--- src/rtl/comparator_multimode_pipe.sv ---
// Purpose : LANES-wide multi-relation (GT/GE/LT/LE/EQ/NE) comparator, signed or unsigned, with any/all reductions and an all-lanes persistence flag.
// Latency : 2 cycles from accept to valid_o; throughput 1 transaction per cycle.
// Backpressure: ready_o drops only when both stages are full and ready_i is low; outputs hold stable while stalled.
module comparator_multimode_pipe #(
    parameter int DATA_WIDTH    = 13,
    parameter int LANES         = 4,
    parameter int PERSIST_WIDTH = 8
) (
    input  logic                          clk_i,
    input  logic                          rst_n_i,
    input  logic                          clear_i,
    input  logic                          valid_i,
    output logic                          ready_o,
    input  logic [LANES*DATA_WIDTH-1:0]   A_i,
    input  logic [LANES*DATA_WIDTH-1:0]   B_i,
    input  logic [2:0]                    mode_i,
    input  logic                          signed_i,
    input  logic [PERSIST_WIDTH-1:0]      persist_i,
    output logic                          valid_o,
    input  logic                          ready_i,
    output logic [LANES-1:0]              result_o,
    output logic                          any_o,
    output logic                          all_o,
    output logic                          persist_hit_o
);

    localparam logic [2:0] MODE_GT = 3'd0;
    localparam logic [2:0] MODE_GE = 3'd1;
    localparam logic [2:0] MODE_LT = 3'd2;
    localparam logic [2:0] MODE_LE = 3'd3;
    localparam logic [2:0] MODE_EQ = 3'd4;
    localparam logic [2:0] MODE_NE = 3'd5;

    // Flipping the sign bit maps two's-complement order onto unsigned order,
    // so a single magnitude comparator serves both modes.
    localparam logic [DATA_WIDTH-1:0]    SIGN_MASK = DATA_WIDTH'(1) << (DATA_WIDTH - 1);
    localparam logic [PERSIST_WIDTH-1:0] CNT_MAX   = '1;

    // Stage 1 registers
    logic                        r_s1_vld;
    logic [LANES*DATA_WIDTH-1:0] r_s1_a;
    logic [LANES*DATA_WIDTH-1:0] r_s1_b;
    logic [2:0]                  r_s1_mode;
    logic                        r_s1_sgn;
    logic [PERSIST_WIDTH-1:0]    r_s1_persist;

    // Stage 2 (output) registers
    logic                        r_valid;
    logic [LANES-1:0]            r_result;
    logic                        r_any;
    logic                        r_all;
    logic                        r_hit;
    logic [PERSIST_WIDTH-1:0]    r_cnt;

    // Handshake and datapath wires
    logic                        w_accept;
    logic                        w_s2_load;
    logic [DATA_WIDTH-1:0]       w_sign_mask;
    logic [LANES-1:0]            w_result;
    logic                        w_any;
    logic                        w_all;
    logic [PERSIST_WIDTH-1:0]    w_cnt_next;
    logic                        w_hit;

    // Stage 2 can take a new transaction whenever it is empty or draining this cycle.
    assign w_s2_load = r_s1_vld & (~r_valid | ready_i);
    assign ready_o   = ~(r_s1_vld & r_valid & ~ready_i);
    // A transaction offered together with clear_i is discarded.
    assign w_accept  = valid_i & ready_o & ~clear_i;

    assign w_sign_mask = r_s1_sgn ? SIGN_MASK : '0;

    for (genvar k = 0; k < LANES; k++) begin : g_lane
        logic [DATA_WIDTH-1:0] w_a;
        logic [DATA_WIDTH-1:0] w_b;
        logic                  w_gt;
        logic                  w_eq;
        logic                  w_rel;

        assign w_a  = r_s1_a[k*DATA_WIDTH +: DATA_WIDTH] ^ w_sign_mask;
        assign w_b  = r_s1_b[k*DATA_WIDTH +: DATA_WIDTH] ^ w_sign_mask;
        assign w_gt = (w_a > w_b);
        assign w_eq = (w_a == w_b);

        // Pick the requested relation; reserved modes report false.
        always_comb begin
            w_rel = 1'b0;
            case (r_s1_mode)
                MODE_GT: w_rel = w_gt;
                MODE_GE: w_rel = w_gt | w_eq;
                MODE_LT: w_rel = ~w_gt & ~w_eq;
                MODE_LE: w_rel = ~w_gt;
                MODE_EQ: w_rel = w_eq;
                MODE_NE: w_rel = ~w_eq;
                default: w_rel = 1'b0;
            endcase
        end

        assign w_result[k] = w_rel;
    end

    assign w_any = |w_result;
    assign w_all = &w_result;

    // Saturating run-length of consecutive all-lanes-true transactions.
    always_comb begin
        w_cnt_next = '0;
        if (w_all) begin
            w_cnt_next = (r_cnt == CNT_MAX) ? CNT_MAX : r_cnt + 1'b1;
        end
    end

    // A zero threshold disables the flag entirely.
    assign w_hit = (r_s1_persist != '0) && (w_cnt_next >= r_s1_persist);

    // Stage 1: capture every field of an accepted transaction; empty once handed to stage 2.
    always_ff @(posedge clk_i or negedge rst_n_i) begin
        if (!rst_n_i) begin
            r_s1_vld     <= 1'b0;
            r_s1_a       <= '0;
            r_s1_b       <= '0;
            r_s1_mode    <= '0;
            r_s1_sgn     <= 1'b0;
            r_s1_persist <= '0;
        end else if (clear_i) begin
            r_s1_vld     <= 1'b0;
        end else if (w_accept) begin
            r_s1_vld     <= 1'b1;
            r_s1_a       <= A_i;
            r_s1_b       <= B_i;
            r_s1_mode    <= mode_i;
            r_s1_sgn     <= signed_i;
            r_s1_persist <= persist_i;
        end else if (w_s2_load) begin
            r_s1_vld     <= 1'b0;
        end
    end

    // Stage 2: register compare results and persistence; hold everything while stalled.
    always_ff @(posedge clk_i or negedge rst_n_i) begin
        if (!rst_n_i) begin
            r_valid  <= 1'b0;
            r_result <= '0;
            r_any    <= 1'b0;
            r_all    <= 1'b0;
            r_hit    <= 1'b0;
            r_cnt    <= '0;
        end else if (clear_i) begin
            r_valid  <= 1'b0;
            r_hit    <= 1'b0;
            r_cnt    <= '0;
        end else if (w_s2_load) begin
            r_valid  <= 1'b1;
            r_result <= w_result;
            r_any    <= w_any;
            r_all    <= w_all;
            r_hit    <= w_hit;
            r_cnt    <= w_cnt_next;
        end else if (r_valid && ready_i) begin
            r_valid  <= 1'b0;
        end
    end

    assign valid_o       = r_valid;
    assign result_o      = r_result;
    assign any_o         = r_any;
    assign all_o         = r_all;
    assign persist_hit_o = r_hit;

endmodule

--- config.mk ---
export PLATFORM = sky130hd
export DESIGN_NAME = comparator_multimode_pipe
export DESIGN_NICKNAME = d
export VERILOG_FILES = /design/src/rtl/comparator_multimode_pipe.sv
export SDC_FILE = /design/constraint.sdc
export NUM_CORES = 1
export LEC_CHECK = 0
export ABC_CLOCK_PERIOD_IN_PS = 6060
export CAP_MARGIN = 20
export CORE_ASPECT_RATIO = 1.5
export CORE_MARGIN = 1
export CORE_UTILIZATION = 50
export DETAILED_ROUTE_END_ITERATION = 10
export PLACE_DENSITY = 0.77
export SLEW_MARGIN = 20
export SYNTH_ARGS = -nofsm -noshare
export SYNTH_HDL_FRONTEND = slang
export SYNTH_SLANG_ARGS = --single-unit
--- constraint.sdc ---
create_clock -name clk_i -period 6.06 [get_ports clk_i]
set_clock_uncertainty 0.2 [all_clocks]
set_input_delay 0.909 -clock clk_i [delete_from_list [all_inputs] [get_ports clk_i]]
set_output_delay 0.909 -clock clk_i [all_outputs]
set_load 0.02 [all_outputs]
==> impl_metrics.env, run 1 <==
export IMPL_vdd_drop_max_uv=200
export IMPL_min_period_over_period_pct=78.5
export IMPL_hold_class="flop to flop"
export IMPL_ys_seq_area_share_pct=47.4
export IMPL_yosys_area_top_type="dfrtp_1"
export IMPL_drt_total_wl_mm=15.0
export IMPL_grt_pass1_wl_mm=25.0
export IMPL_cpMostUsedCell="a21o_1"
export IMPL_end_kind="flop"
export IMPL_holdWs_ps=285
export IMPL_rows=52
export IMPL_setup_tns_ps=0
export IMPL_nets=920
export IMPL_fmax_mhz=210
export IMPL_grt_max_degree=117
export IMPL_final_cell_area_mm2=0.00912
export IMPL_clkTransAtPathRegs_ps=60
export IMPL_cp_cell_sequence="xor2_1 > ha_1 > nand4_1 > nor4_2 > mux2_2 > o2111ai_2 > nand4bb_1 > nand2b_1 > ha_1 > nand2b_1 > a21o_1 > a21o_1 > a21o_1 > a21oi_1 > nor2b_1 > o21ai_0 > a21oi_1"
export IMPL_routedWlPerCell_um=16.4
export IMPL_drt_first_iter_violations=210
export IMPL_ioPinCount=130
export IMPL_finalSetupViolCount=0
export IMPL_cts_tree="yes"
export IMPL_overflow=0
export IMPL_synth_most_common_cell="dfrtp_1"
export IMPL_ctsResizeCount=0
export IMPL_cts_buffers=17
export IMPL_yosys_area_top_type_share_pct=47.4
export IMPL_via_count=4933
export IMPL_viasPerCell=5.40
export IMPL_syn_area_mm2=0.00702
export IMPL_ys_top_cells_by_area="dfrtp_1 47%, mux2_2 19%, ha_1 11%"
export IMPL_syn_avg_cell_area_um2=11.6
export IMPL_ys_warn_count=0
export IMPL_antenna_left=0
export IMPL_fin_crit_ps=4750
export IMPL_synth_edf_count=0
export IMPL_diodes=0
export IMPL_grt_met3_usage_pct=5.71
export IMPL_rsz0062_at_grt="no"
export IMPL_start_kind="flop"
export IMPL_p_leak_nw=4.18
export IMPL_cts_root_buf="clkbuf_16"
export IMPL_clockBufferDepth=2
export IMPL_tightest_slew_ps=776
export IMPL_worstPathRequired_ps=6160
export IMPL_io_buffers=129
export IMPL_grt_use_met1_pct=23.0
export IMPL_place_hpwl_mm=11.0
export IMPL_core_mm2=0.0136
export IMPL_areaGrowthSynthToFinish_pct=30.0
export IMPL_die_h_um=147
export IMPL_hold_viol_final=0
export IMPL_grt_busiest_layer="met2"
export IMPL_clkSinkCount=133
export IMPL_h_tree_depth=4
export IMPL_drc=0
export IMPL_synthTopCellsByCount="133 x dfrtp_1, 117 x mux2_2, 64 x inv_1"
export IMPL_layout_drive_gt1_share_pct=21.7
export IMPL_power_total_mw=2.90
export IMPL_critPathKind="flop to flop"
export IMPL_clock_latency_ps=420
export IMPL_start_util_pct=51.6
export IMPL_synthesis_instances=607
export IMPL_met2_usage_pct=41.7
export IMPL_critical_path_max_stage_delay_ps=570
export IMPL_outcome="finished clean"
export IMPL_die_area_mm2=0.0145
export IMPL_post_cts_buffers=0
export IMPL_critical_path_slowest_cell="nand4bb_1"
export IMPL_synth_flop_cell="dfrtp_1"
export IMPL_relSlewSlack_pct=48.3
export IMPL_place_gp_congestion=0.808
export IMPL_synth_cell_type_count=49
export IMPL_async_reset_ff_share_pct=100
export IMPL_maxCapViolCount=0
export IMPL_antenna_found_initial=0
export IMPL_grt_usage_pct=22.1
export IMPL_grt_pass1_vias=5479
export IMPL_die_w_um=98.7
export IMPL_slew_viol_final=0
export IMPL_syn_nets=789
export IMPL_ctsHoldBuffers=0
export IMPL_power_density_mw_per_mm2=318
export IMPL_first_pass_iters=4
export IMPL_worst_ep_arrival_time_ps=4850
export IMPL_placed_cell_area_mm2=0.00846
export IMPL_ys_ff_latch=133
export IMPL_worst_path_max_fanout=16
-- layout by cell type (no fill, tap or decap), drive strengths merged, types with 4 or more instances in the layout --
| master | count |
|---|---|
| nor3 | 4 |
| ha | 61 |
| nand2b | 9 |
| nor2 | 26 |
| and4 | 5 |
| o21ai | 17 |
| a21o | 4 |
| and3 | 7 |
| xor2 | 7 |
| nand3 | 14 |
| nor2b | 4 |
| nand2 | 33 |
| o31ai | 7 |
| clkdlybuf4s50 | 128 |
| xnor2 | 5 |
| mux2 | 117 |
| bufinv | 5 |
| dfrtp | 133 |
| inv | 67 |
| nand4 | 10 |
| nor4 | 5 |
| a21oi | 25 |
| clkbuf | 18 |
-- critical path: cells and delay by family (launching register included) --
family	cells	cell delay (ps)
AOI/OAI and AO/OA	7	970
xor gates and xnor gates	1	230
adders and majority gates	2	590
DFF	1	540
muxes	1	390
and+or+nand+nor	6	1690
-- cell type report --
| class | count | area, um^2 |
|---|---|---|
| Clock inverter | 14 | 221 |
| Timing Repair Buffer | 131 | 1320 |
| Fill cell | 1053 | 4480 |
| Multi-Input combinational cell | 391 | 3370 |
| Inverter | 64 | 240 |
| Sequential cell | 133 | 3330 |
| Clock buffer | 18 | 439 |
| Tap cell | 162 | 203 |
-- flip-flops by register name, indices dropped and copies added (netlist names) --
signal / cells
all_o: 1
any_o: 1
persist_hit_o: 1
r_cnt: 8
r_s1_a: 52
r_s1_b: 52
r_s1_mode: 3
r_s1_persist: 8
r_s1_sgn: 1
r_s1_vld: 1
result_o: 4
valid_o: 1
-- stage by stage --
step	util, %	std cells	worst slack [ps]
2_1_floorplan	-	607	1880
3_3_place_gp	62.2	881	1420
3_5_place_dp	62.2	881	1260
4_1_cts	67.1	913	1260
5_1_grt	67.1	913	981
6_report	67.1	913	1310
-- logic make-up (layout without fill, tap and decap cells) --
logic type / count (synthesis) / count (layout) / share of synthesized area (%)
flip-flops: 133 / 133 / 47.4
buffers and inverters: 83 / 227 / 4.58
AND/OR/NAND/NOR: 126 / 126 / 9.88
multiplexers: 118 / 118 / 18.9
AO/OA/AOI/OAI: 74 / 74 / 6.81
adder cells (fa/ha/maj): 61 / 61 / 10.9
XOR/XNOR: 12 / 12 / 1.50
-- power breakdown --
| group | internal [mW] | leakage [nW] | switching, mW |
|---|---|---|---|
| logic | 0.352 | 2.27 | 0.302 |
| clock network | 0.745 | 0.314 | 0.400 |
| registers | 1.02 | 1.59 | 0.0846 |
| total | 2.12 | 4.18 | 0.786 |
-- metal layers --
layer  up-vias  routed length [um]  part of all wire (%)
met5         -                   0                     0
met4         0                 315                   2.1
met3        30                 674                   4.5
met2       123                8290                    55
met1      2378                5730                    38
li1       2402                   -                     -
-- final timing paths --
check                      depth (start not counted)                  from  slack (ps)                         to
hold reg to reg                                    2     all_o$_DFFE_PN0P_         290          all_o$_DFFE_PN0P_
hold / removal                                     2     all_o$_DFFE_PN0P_         290          all_o$_DFFE_PN0P_
min in group asynchronous                          1               rst_n_i         300     r_s1_b[44]$_DFFE_PN0P_
setup reg to reg                                  17  r_s1_sgn$_DFFE_PN0P_        1310  persist_hit_o$_DFFE_PN0P_
max in group asynchronous                          2               rst_n_i        4110      r_s1_a[6]$_DFFE_PN0P_
setup / recovery                                  17  r_s1_sgn$_DFFE_PN0P_        1310  persist_hit_o$_DFFE_PN0P_
No activity file was read; power rests on OpenSTA's default activity.
==> run 2: changes to the inputs <==
ABC_CLOCK_PERIOD_IN_PS = 3900   (was 6060)
CORE_UTILIZATION = 48   (was 50)
clock period = 3.9 ns   (was 6.06 ns; I/O delays follow)
==> run 2 against run 1 <==
  * Hold slack got worse by 250 ps
  * Sequential power increased by 54%
  * Setup slack got worse by 1300 ps
  * Count of clock-buffer cells in the layout unchanged
  * Wire length increased by 0.56%
  * Via count increased by 0.93%
  * Global-route usage decreased by 0.53 points
  * Final cell count increased by 5.1%
  * Fmax increased by 23%
==> impl_metrics.env, run 2 (synthesized netlist as in run 1, its figures left out) <==
export IMPL_die_h_um=150
export IMPL_die_area_mm2=0.0151
export IMPL_drt_total_wl_mm=15.1
export IMPL_worst_ep_arrival_time_ps=3930
export IMPL_grt_pass1_vias=5531
export IMPL_areaGrowthSynthToFinish_pct=32.9
export IMPL_power_density_mw_per_mm2=475
export IMPL_comb_power_share_pct=24.8
export IMPL_final_util_pct=66.0
export IMPL_p_int_mw=3.17
export IMPL_final_common_cell="dfrtp_1"
export IMPL_fillers=1101
export IMPL_start_kind="flop"
export IMPL_hold_class="primary input to asynchronous set/reset pin"
export IMPL_io_buffers=129
export IMPL_maxCapViolCount=0
export IMPL_critical_path_slowest_cell="dfrtp_2"
export IMPL_finalSetupViolCount=0
export IMPL_nets=937
export IMPL_place_gp_congestion=0.792
export IMPL_worstPathRequired_ps=3980
export IMPL_core_mm2=0.0141
export IMPL_outcome="finished clean"
export IMPL_cpMostUsedCell="a21o_1"
export IMPL_ioPinCount=130
export IMPL_end_kind="flop"
export IMPL_slew_viol_final=0
export IMPL_grt_max_degree=117
export IMPL_critical_path_max_stage_delay_ps=430
export IMPL_critPathKind="flop to flop"
export IMPL_mostFrequentLayoutCells="132 x dfrtp_1, 128 x clkdlybuf4s50_1, 117 x mux2_2"
export IMPL_start_util_pct=49.7
export IMPL_relSlewSlack_pct=46.3
export IMPL_vdd_drop_max_uv=280
export IMPL_grt_usage_pct=21.6
export IMPL_fmax_mhz=260
export IMPL_swShare_pct=28.5
export IMPL_holdWs_ps=35.1
export IMPL_cts_buffers=17
export IMPL_tightest_slew_ps=805
export IMPL_power_switching_mw=1.26
export IMPL_rsz0062_at_grt="yes"
export IMPL_antenna_left=0
export IMPL_hold_viol_final=0
export IMPL_drc=0
export IMPL_reg_top3="r_s1_a: 52 flops, r_s1_b: 52 flops"
export IMPL_grt_pass1_wl_mm=25.2
export IMPL_layout_drive_gt1_share_pct=24.6
export IMPL_drt_first_iter_violations=133
export IMPL_routedWlPerCell_um=15.7
export IMPL_min_period_over_period_pct=98.8
export IMPL_ctsHoldBuffers=0
export IMPL_antenna_found_initial=0
export IMPL_p_leak_nw=4.29
export IMPL_viasPerCell=5.19
export IMPL_first_pass_iters=4
export IMPL_worst_path_max_fanout=3
export IMPL_place_hpwl_mm=11.1
export IMPL_diodes=0
export IMPL_h_tree_depth=4
export IMPL_clock_latency_ps=410
export IMPL_clkTransAtPathRegs_ps=60
export IMPL_die_w_um=101
export IMPL_via_count=4979
export IMPL_rows=53
export IMPL_pwr_share_clk_pct=36.5
export IMPL_clkSinkCount=133
export IMPL_cts_tree="yes"
export IMPL_overflow=0
export IMPL_cp_cell_sequence="buf_12 > xor2_1 > ha_1 > nand4_1 > nor2_1 > o31ai_1 > and3_1 > o311a_1 > nand4bb_4 > nand2b_4 > ha_4 > nand2b_4 > a21o_1 > a21o_1 > a21o_1 > a21oi_2 > nor2b_1 > o21ai_1 > a21oi_1"
export IMPL_clockBufferDepth=2
export IMPL_seqPwrFrac_pct=38.7
export IMPL_cts_root_buf="clkbuf_16"
export IMPL_fin_crit_ps=3850
-- run 2: cell count changes in the layout (fill, tap and decap cells not counted), sizes merged --
cell	previous run	this run
clkinv	3	5
clkinvlp	3	2
buf	3	20
inv	67	69
bufinv	5	2
-- run 2: stage by stage --
stage          TNS, ps  worst slack, ps  std cells  area, um^2  power, mW
6_report             0             48.0        960        9330       4.43
3_5_place_dp      -110             -110        922        8620       2.80
5_1_grt           -161             -161        960        9330       4.69
3_3_place_gp         0             25.0        922        8620       2.75
2_1_floorplan        0             42.0        607        7060       2.38
4_1_cts              0             18.0        958        9270       4.45
-- run 2: final timing paths --
path | from | to | slack [ps] | cells past startpoint
worst min-delay path | rst_n_i | r_s1_b[45]$_DFFE_PN0P_ | 40 | 1
min in group clk_i | result_o[1]$_DFFE_PN0P_ | result_o[1]$_DFFE_PN0P_ | 280 | 2
worst max-delay path | r_s1_sgn$_DFFE_PN0P_ | persist_hit_o$_DFFE_PN0P_ | 50 | 19
worst min register to register | result_o[1]$_DFFE_PN0P_ | result_o[1]$_DFFE_PN0P_ | 280 | 2
worst max register to register | r_s1_sgn$_DFFE_PN0P_ | persist_hit_o$_DFFE_PN0P_ | 50 | 19
max in group asynchronous | rst_n_i | r_cnt[4]$_DFFE_PN0P_ | 2720 | 2
-- run 2: cell type report --
| cell class | instances | area [um^2] | area share, % |
|---|---|---|---|
| inverter | 64 | 240 | 2.58 |
| multi-input combinational | 391 | 3440 | 36.9 |
| timing repair buffer | 148 | 1470 | 15.8 |
| tap | 192 | 240 | 2.58 |
| sequential | 133 | 3330 | 35.7 |
| clock buffer | 18 | 439 | 4.71 |
| clock inverter | 14 | 165 | 1.77 |
-- run 2: power by group through the flow --
| stage | logic (mW) | registers, mW | clock network (mW) |
|---|---|---|---|
| after CTS | 1.08 | 1.72 | 1.65 |
| after global placement | 1.02 | 1.73 | 0 |
| after floorplan | 0.656 | 1.72 | 0 |
| final | 1.10 | 1.71 | 1.62 |
| after global routing | 1.23 | 1.74 | 1.72 |
| after detailed placement | 1.05 | 1.74 | 0 |
-- run 2: routing by layer --
metal	global-route usage [%]	up-vias	part of all wire (%)
li1	-	2437	-
met1	23.0	2404	39
met2	40.6	110	55
met3	5.23	28	4.5
met4	8.19	0	2.2
met5	0	-	0
-- run 2: critical path: cells and delay by family, from the launching register on --
kind | cells | cell delay (ps)
AND/OR/NAND/NOR | 7 | 1120
adder cells (fa/ha/maj) | 2 | 500
XOR/XNOR | 1 | 140
AO/OA/AOI/OAI | 8 | 1180
buffers and inverters | 1 | 140
flip-flops | 1 | 430
-- run 2: repair_timing --
action | in CTS | in global routing
endpoints found under the setup margin | 1 | 1
gates resized for setup | 4 | 5
setup buffers | 4 | 2
pin swaps | 9 | 11
